### src/rtl/hash_target_check.sv
// Decides whether a 256-bit SHA-256 digest is numerically <= the mining target.
// Words are compared most-significant first, one per cycle, with early exit on the first difference.
module hash_target_check #(
    parameter int unsigned WORDS  = 8,
    parameter int unsigned WORD_W = 32
) (
    input  logic                      clk,
    input  logic                      n_rst,
    input  logic                      flush,
    input  logic                      hash_valid,
    output logic                      hash_ready,
    input  logic [WORDS*WORD_W-1:0]   hash_in,
    input  logic [31:0]               nonce_in,
    input  logic [WORDS*WORD_W-1:0]   target,
    output logic                      result_valid,
    output logic                      result_found,
    output logic [31:0]               result_nonce,
    output logic [31:0]               check_count
);

    localparam int unsigned BUS_W   = WORDS * WORD_W;
    localparam int unsigned IDX_W   = $clog2(WORDS);
    localparam int unsigned NONCE_W = 32;
    localparam int unsigned CNT_W   = 32;

    localparam logic [1:0] IDLE    = 2'd0;
    localparam logic [1:0] COMPARE = 2'd1;
    localparam logic [1:0] DONE    = 2'd2;

    logic [1:0]         state;
    logic [1:0]         state_next;
    logic [IDX_W-1:0]   idx;
    logic [IDX_W-1:0]   idx_next;
    logic [BUS_W-1:0]   hash_q;
    logic [BUS_W-1:0]   target_q;
    logic [NONCE_W-1:0] nonce_q;

    logic               accept;
    logic               finish;
    logic               found_next;

    logic [WORD_W-1:0]  hash_words   [WORDS];
    logic [WORD_W-1:0]  target_words [WORDS];
    logic [WORD_W-1:0]  h_word;
    logic [WORD_W-1:0]  t_word;

    // Split the captured buses into per-word views for indexed selection.
    always_comb begin
        for (int i = 0; i < int'(WORDS); i++) begin
            hash_words[i]   = hash_q[i*WORD_W +: WORD_W];
            target_words[i] = target_q[i*WORD_W +: WORD_W];
        end
    end

    assign h_word = hash_words[idx];
    assign t_word = target_words[idx];

    // Next-state logic; flush overrides every transition and suppresses any result.
    always_comb begin
        state_next = state;
        idx_next   = idx;
        accept     = 1'b0;
        finish     = 1'b0;
        found_next = 1'b0;

        case (state)
            IDLE: begin
                if (hash_valid && hash_ready) begin
                    accept     = 1'b1;
                    idx_next   = IDX_W'(WORDS - 1);
                    state_next = COMPARE;
                end
            end
            COMPARE: begin
                if (h_word < t_word) begin
                    finish     = 1'b1;
                    found_next = 1'b1;
                end else if (h_word > t_word) begin
                    finish     = 1'b1;
                    found_next = 1'b0;
                end else if (idx == '0) begin
                    // Equality on every word counts as meeting the target.
                    finish     = 1'b1;
                    found_next = 1'b1;
                end else begin
                    idx_next = idx - IDX_W'(1);
                end
                if (finish) begin
                    state_next = DONE;
                end
            end
            DONE: begin
                state_next = IDLE;
            end
            default: begin
                state_next = IDLE;
            end
        endcase

        if (flush) begin
            state_next = IDLE;
            idx_next   = idx;
            accept     = 1'b0;
            finish     = 1'b0;
        end
    end

    // State register and registered outputs; results land together with entry into DONE.
    always_ff @(posedge clk) begin
        if (!n_rst) begin
            state        <= IDLE;
            idx          <= '0;
            hash_q       <= '0;
            target_q     <= '0;
            nonce_q      <= '0;
            hash_ready   <= 1'b1;
            result_valid <= 1'b0;
            result_found <= 1'b0;
            result_nonce <= '0;
            check_count  <= '0;
        end else begin
            state        <= state_next;
            idx          <= idx_next;
            hash_ready   <= (state_next == IDLE);
            result_valid <= finish;
            if (accept) begin
                hash_q   <= hash_in;
                target_q <= target;
                nonce_q  <= nonce_in;
            end
            if (finish) begin
                result_found <= found_next;
                result_nonce <= nonce_q;
                check_count  <= check_count + CNT_W'(1);
            end
        end
    end

endmodule

### config.mk
export PLATFORM = sky130hd
export DESIGN_NAME = hash_target_check
export DESIGN_NICKNAME = d
export VERILOG_FILES = /design/src/rtl/hash_target_check.sv
export SDC_FILE = /design/constraint.sdc
export NUM_CORES = 1
export LEC_CHECK = 0
export CAP_MARGIN = 20
export CORE_MARGIN = 5
export CORE_UTILIZATION = 40
export DETAILED_ROUTE_END_ITERATION = 8
export HOLD_SLACK_MARGIN = 0.15
export PLACE_DENSITY_LB_ADDON = 0.25
export REMOVE_ABC_BUFFERS = 1
export SLEW_MARGIN = 10
export SYNTH_ARGS = -nofsm -noshare
export SYNTH_HDL_FRONTEND = slang
export SYNTH_SLANG_ARGS = --single-unit
### constraint.sdc
create_clock -name clk -period 4.18 [get_ports clk]
set_input_delay 1.045 -clock clk [delete_from_list [all_inputs] [get_ports clk]]
set_output_delay 1.045 -clock clk [all_outputs]
set_load 0.01 [all_outputs]
# Word-level counts from Yosys, hierarchy flattened

Cells that the tools add are included.

Logic and storage cells: 55
Output and inout port bits: 67
Register bits after elaboration: 616
Input bits: 548

Muxes and demuxes: 27
Bitwise logic cells: 2
Add/sub/neg operators: 2
Reductions and logical operators: 6
Equality and inequality tests: 5
Magnitude comparators: 3

Operators by type and width:

| kind                                             | count |
|---|---|
| binary-select mux 32 bit (select 3 bit)          | 2 |
| two-way mux 32 bit                               | 4 |
| adder 32 x 1 -> 32 bit, second input constant    | 1 |
| > comparator 32 bit                              | 1 |
| < comparator 32 bit                              | 1 |
| two-way mux 1 bit                                | 12 |
| two-way mux 3 bit                                | 4 |
| != test 2 bit, second input constant             | 4 |
| two-way mux 2 bit                                | 3 |
| case mux 3 bit (2 select lines)                  | 1 |
| AND reduction 6 bit                              | 1 |
| >= comparator 4 bit, second input constant       | 1 |
| logical NOT 2 bit                                | 2 |
| inverter 3 -> 4 bit                              | 1 |
| case mux 2 bit (2 select lines)                  | 1 |
| logical NOT 3 bit                                | 1 |
| subtractor 3 x 1 -> 3 bit, second input constant | 1 |
| == test 2 x 1 -> 1 bit, second input constant    | 1 |
| nonzero test 2 bit                               | 1 |
| logical AND 1 bit                                | 1 |
| inverter 1 bit                                   | 1 |

# Longest topological paths before layout

Depth in word-level cells: 12
Mapped depth: 15
Depth with buffers taken out: 10

# Worst setup path after synthesis

No wires, ideal clock.

Path type: flip-flop to flip-flop
Start point: reg idx[0]
End point: reg check_count[9]
Arrival time: 4218 ps
Data required time: 4110 ps
Clock period less this slack: 4288 ps
Cell stages (with the launch flop): 15
Path slack: -108 ps
Buffers on the path: 4
Cell sequence: dfxtp_1 clkbuf_1 clkbuf_1 buf_1 mux4_2 mux2_2 ha_1 a21oi_1 nand2_1 a221o_1 a211o_1 o21a_4 buf_6 or4_1 a21oi_1

Longest elaborated chain between the ends: 10

Ends and longest elaborated chain:

| element                                                    | RTL line | source |
|---|---|---|
| from (decl)                                                | 32       | `logic [IDX_W-1:0] idx;` |
| from (signal assigned)                                     | 123      | `idx <= idx_next;` |
| inverter 3 -> 4 bit (not written as such)                  | 55, 56   |  |
| binary-select mux 32 bit (select 3 bit) (on tied branches) | 55, 56   |  |
| two-way mux 32 bit (on tied branches) (2 in a row)         | 55, 56   |  |
| > comparator 32 bit                                        | 78       | `end else if (h_word > t_word) begin` |
| two-way mux 1 bit                                          | 78       |  |
| two-way mux 1 bit *                                        | 75       | `if (h_word < t_word) begin` |
| two-way mux 1 bit * (2 in a row)                           | 66       | `case (state)` |
| two-way mux 1 bit *                                        | 100      | `if (flush) begin` |
| to (signal assigned)                                       | 134      | `check_count <= check_count + CNT_W'(1);` |
| to (decl)                                                  | 18       | `output logic [31:0] check_count` |

Mark *: on every way between the ends. The rest lies on a longest branch, timed or not. The select of a mux whose other input is x is not followed.
A chain may end at the register's enable or synchronous reset.

# Worst setup path in the final report

Start point: reg idx[0]
End point: reg result_nonce[5]

Longest elaborated chain between the ends: 10

Ends and longest elaborated chain:

| element                                                    | RTL line | source |
|---|---|---|
| inverter 3 -> 4 bit (not written as such)                  | 55, 56   |  |
| binary-select mux 32 bit (select 3 bit) (on tied branches) | 55, 56   |  |
| two-way mux 32 bit (on tied branches) (2 in a row)         | 55, 56   |  |
| > comparator 32 bit                                        | 78       |  |
| two-way mux 1 bit                                          | 78       |  |
| two-way mux 1 bit *                                        | 75       |  |
| two-way mux 1 bit * (2 in a row)                           | 66       |  |
| two-way mux 1 bit *                                        | 100      |  |
| to (signal assigned)                                       | 133      | `result_nonce <= nonce_q;` |
| to (decl)                                                  | 17       | `output logic [31:0] result_nonce,` |

Marked as above.

==> run summary <==
status - completed
FP Rows - 93
GR Overflow Total - 0
FF+latch count, synth - 616
port bufs - 614
Nets - 4167
clk_lat worst skew - 0.60 ns
DR pass1 iterations - 5
share of layout cells above drive strength 1 - 10.1%
Fin Clk Skew - 0.0222 ns
internal power - 0.0107 W
share of the synthesized area in the top cell type - 47.3%
post-synthesis sequential area ratio - 47.3%
fin. max-slew vios - 0
pwr dens - 397 nW/um2
Netlist cell types - 45
Net Switching - 0.00351 W
CP cell instances - buf_16 > mux4_2 > mux2_2 > ha_1 > nand4_1 > buf_4 > nor2_1 > a221o_1 > a211o_1 > o21a_4 > buf_4 > nor2_4 > buf_12 > mux2i_1
DIE AREA - 70400 um2
slew of the pin with the lowest slew margin - 0.903 ns
critical path's slowest cell - mux4_2
Post-synth EDFFs - 0
critical path's largest stage delay - 0.51 ns
Post-synth top cells - nand2_1 (1180), dfxtp_1 (616), a21oi_1 (586)
Sink Count - 616
Critical Path AT - 4.51 ns
Synth Warn # - 0
Final Cycle Share - 95.8%
Area contributors post-synth - dfxtp_1 (47%), nand2_1 (17%), a21oi_1 (11%)
clock-pin slew on the worst setup and hold paths - 0.06 ns
Placeable Area - 64500 um2
Clock Tree Root - clkbuf_16
Worst slew margin - 39.8%
final WL - 83.7 mm
Layout Utilization - 55.4%
Setup Viol. Count Final - 0
Routability Congestion - 0.816
post-DP HPWL - 59.5 mm
CTS H-tree lvls - 3
Setup TNS Final - 0 ns
worst path required time - 4.69 ns
syn avg cell area - 8.54 um2
Achievable Freq - 250 MHz
clock share of power - 41.6%
Comb pwr share - 14.2%
Primary FF master, synth - dfxtp_1
critical path endpoint category - register
vias in the first global route - 22400
worst min path class - reg2reg
RSZ-0062 raised after global routing - no
delay-heaviest family, CP - multiplexers
Initial Util - 40.4%
maximum VDD drop - 0.257 mV
min cycle time layout - 4.00 ns
Synth Cell Area - 26100 um2
TritonCTS Buffers - 67
total track usage - 22.4%
Hold Fails Final Rpt - 0
CP Launch Type - register
Residual DRC - 0
Avg WL per Cell - 18.6 um
cell leakage power - 12.5 nW
Starting DRT DRC Count - 1743
area delta synth->final - 36.9%
Top cell by count, worst path - buf_4
placed insts - 4363
leading area contributor after synthesis - dfxtp_1
Setup CP Type - reg2reg
Vias - 23100
first-pass GRT wire length - 126 mm
Buf/Inv on CP - 4
clk buf depth - 3
Final ANT Viol Nets - 0
Die W - 265 um
post-synthesis async set-or-reset flop share - 0%
maximum number of pins on one net before global-route repair - 160
die height - 265 um
Sw Ratio - 24.7%
initial antenna violation count - 23
Max FO, Critical Path - 22
most frequent cell after synthesis - nand2_1
Ports - 615
Non-Filler Instances - 4501
Max-cap violations - 0
via/cell ratio - 5.13
CTS tree - built
Synth Instances - 3053
Seq pwr share - 44.2%
==> state kept, by name (all words and copies together), names as in the netlist <==
signal	flops
hash_q	256
nonce_q	32
result_valid	1
result_nonce	32
result_found	1
target_q	256
hash_ready	1
state	2
idx	3
check_count	32
==> cells by family (layout without fill, tap and decap cells) <==
| kind of cell | count (synthesis) | count (layout) | synth area share, % |
|---|---|---|---|
| mux | 227 | 227 | 15.0 |
| buf+inv | 253 | 831 | 3.78 |
| compound gates | 637 | 637 | 12.8 |
| flops | 616 | 616 | 47.3 |
| simple gates | 1285 | 1285 | 19.4 |
| other cells | 0 | 15 | 0 |
| fa+ha+maj | 35 | 35 | 1.68 |
==> cells in the final DEF (no fill, tap or decap), types with 18 or more instances in the layout <==
cell	Yosys	final
nand3_1	19	19
buf_4	3	61
nand2_1	1180	1179
mux2i_1	67	67
dfxtp_1	616	613
ha_1	35	35
clkdlybuf4s50_1	0	613
a21oi_1	586	586
clkbuf_1	221	18
mux2_2	32	32
buf_12	0	24
o31ai_1	25	25
or4_1	26	26
clkbuf_16	0	73
mux4_2	128	128
==> layer usage <==
layer | wire [um] | track usage [%] | vias to the layer above
met5 | 80 | 0 | -
met1 | 35300 | 29.0 | 10800
met2 | 40500 | 37.4 | 650
met4 | 2440 | 7.57 | 12
li1 | - | - | 11400
met3 | 5300 | 4.81 | 138
==> worst min-delay path, delay by kind of cell (launching register included) <==
kind             cells  cell delay, ns
AND/OR/NAND/NOR      1            0.05
multiplexers         1            0.05
flip-flops           1            0.31
==> path summary, 6_finish.rpt <==
| kind | start | to | slack (ns) | depth (start not counted) |
|---|---|---|---|---|
| max | idx[0] | result_nonce[5] | 0.18 | 14 |
| max reg2reg | idx[0] | result_nonce[5] | 0.18 | 14 |
| min | nonce_q[1] | result_nonce[1] | 0.45 | 2 |
| min reg2reg | nonce_q[1] | result_nonce[1] | 0.45 | 2 |
==> cell type report <==
cell class | count | area, um2
Antenna cell | 15 | 37.5
Clock buffer | 101 | 2000
Clock inverter | 15 | 188
Fill cell | 5936 | 28800
Inverter | 10 | 45.0
Multi-Input combinational cell | 2184 | 12800
Sequential cell | 616 | 12300
Tap cell | 855 | 1070
Timing Repair Buffer | 705 | 7240
==> repair_timing <==
item                       CTS  global route
setup endpoints to repair    0            23
setup buffers                0             4
resized for setup            0             3
hold buffers                 0             0
==> power groups by stage <==
| stage | clock network [W] | logic [W] | registers [W] |
|---|---|---|---|
| finish | 0.00590 | 0.00201 | 0.00627 |
| global placement | 0 | 0.00198 | 0.00639 |
| global route | 0.00629 | 0.00219 | 0.00629 |
| detailed placement | 0 | 0.00199 | 0.00640 |
| CTS | 0.00604 | 0.00200 | 0.00627 |
| floorplan | 0 | 0.00124 | 0.00642 |
==> stage by stage <==
| step | hold WS [ns] | setup slack [ns] | instance area (um2) | total power, W |
|---|---|---|---|---|
| 2_1_floorplan | 0.433 | -24.36 | 25100 | 0.00766 |
| 3_3_place_gp | 0.439 | 0.140 | 33300 | 0.00837 |
| 3_5_place_dp | 0.443 | 0.131 | 33300 | 0.00839 |
| 4_1_cts | 0.448 | 0.0808 | 35500 | 0.0143 |
| 5_1_grt | 0.465 | 0.00117 | 35700 | 0.0148 |
| 6_report | 0.449 | 0.176 | 35700 | 0.0142 |
Note: power is estimated with default switching activity, not from simulation.
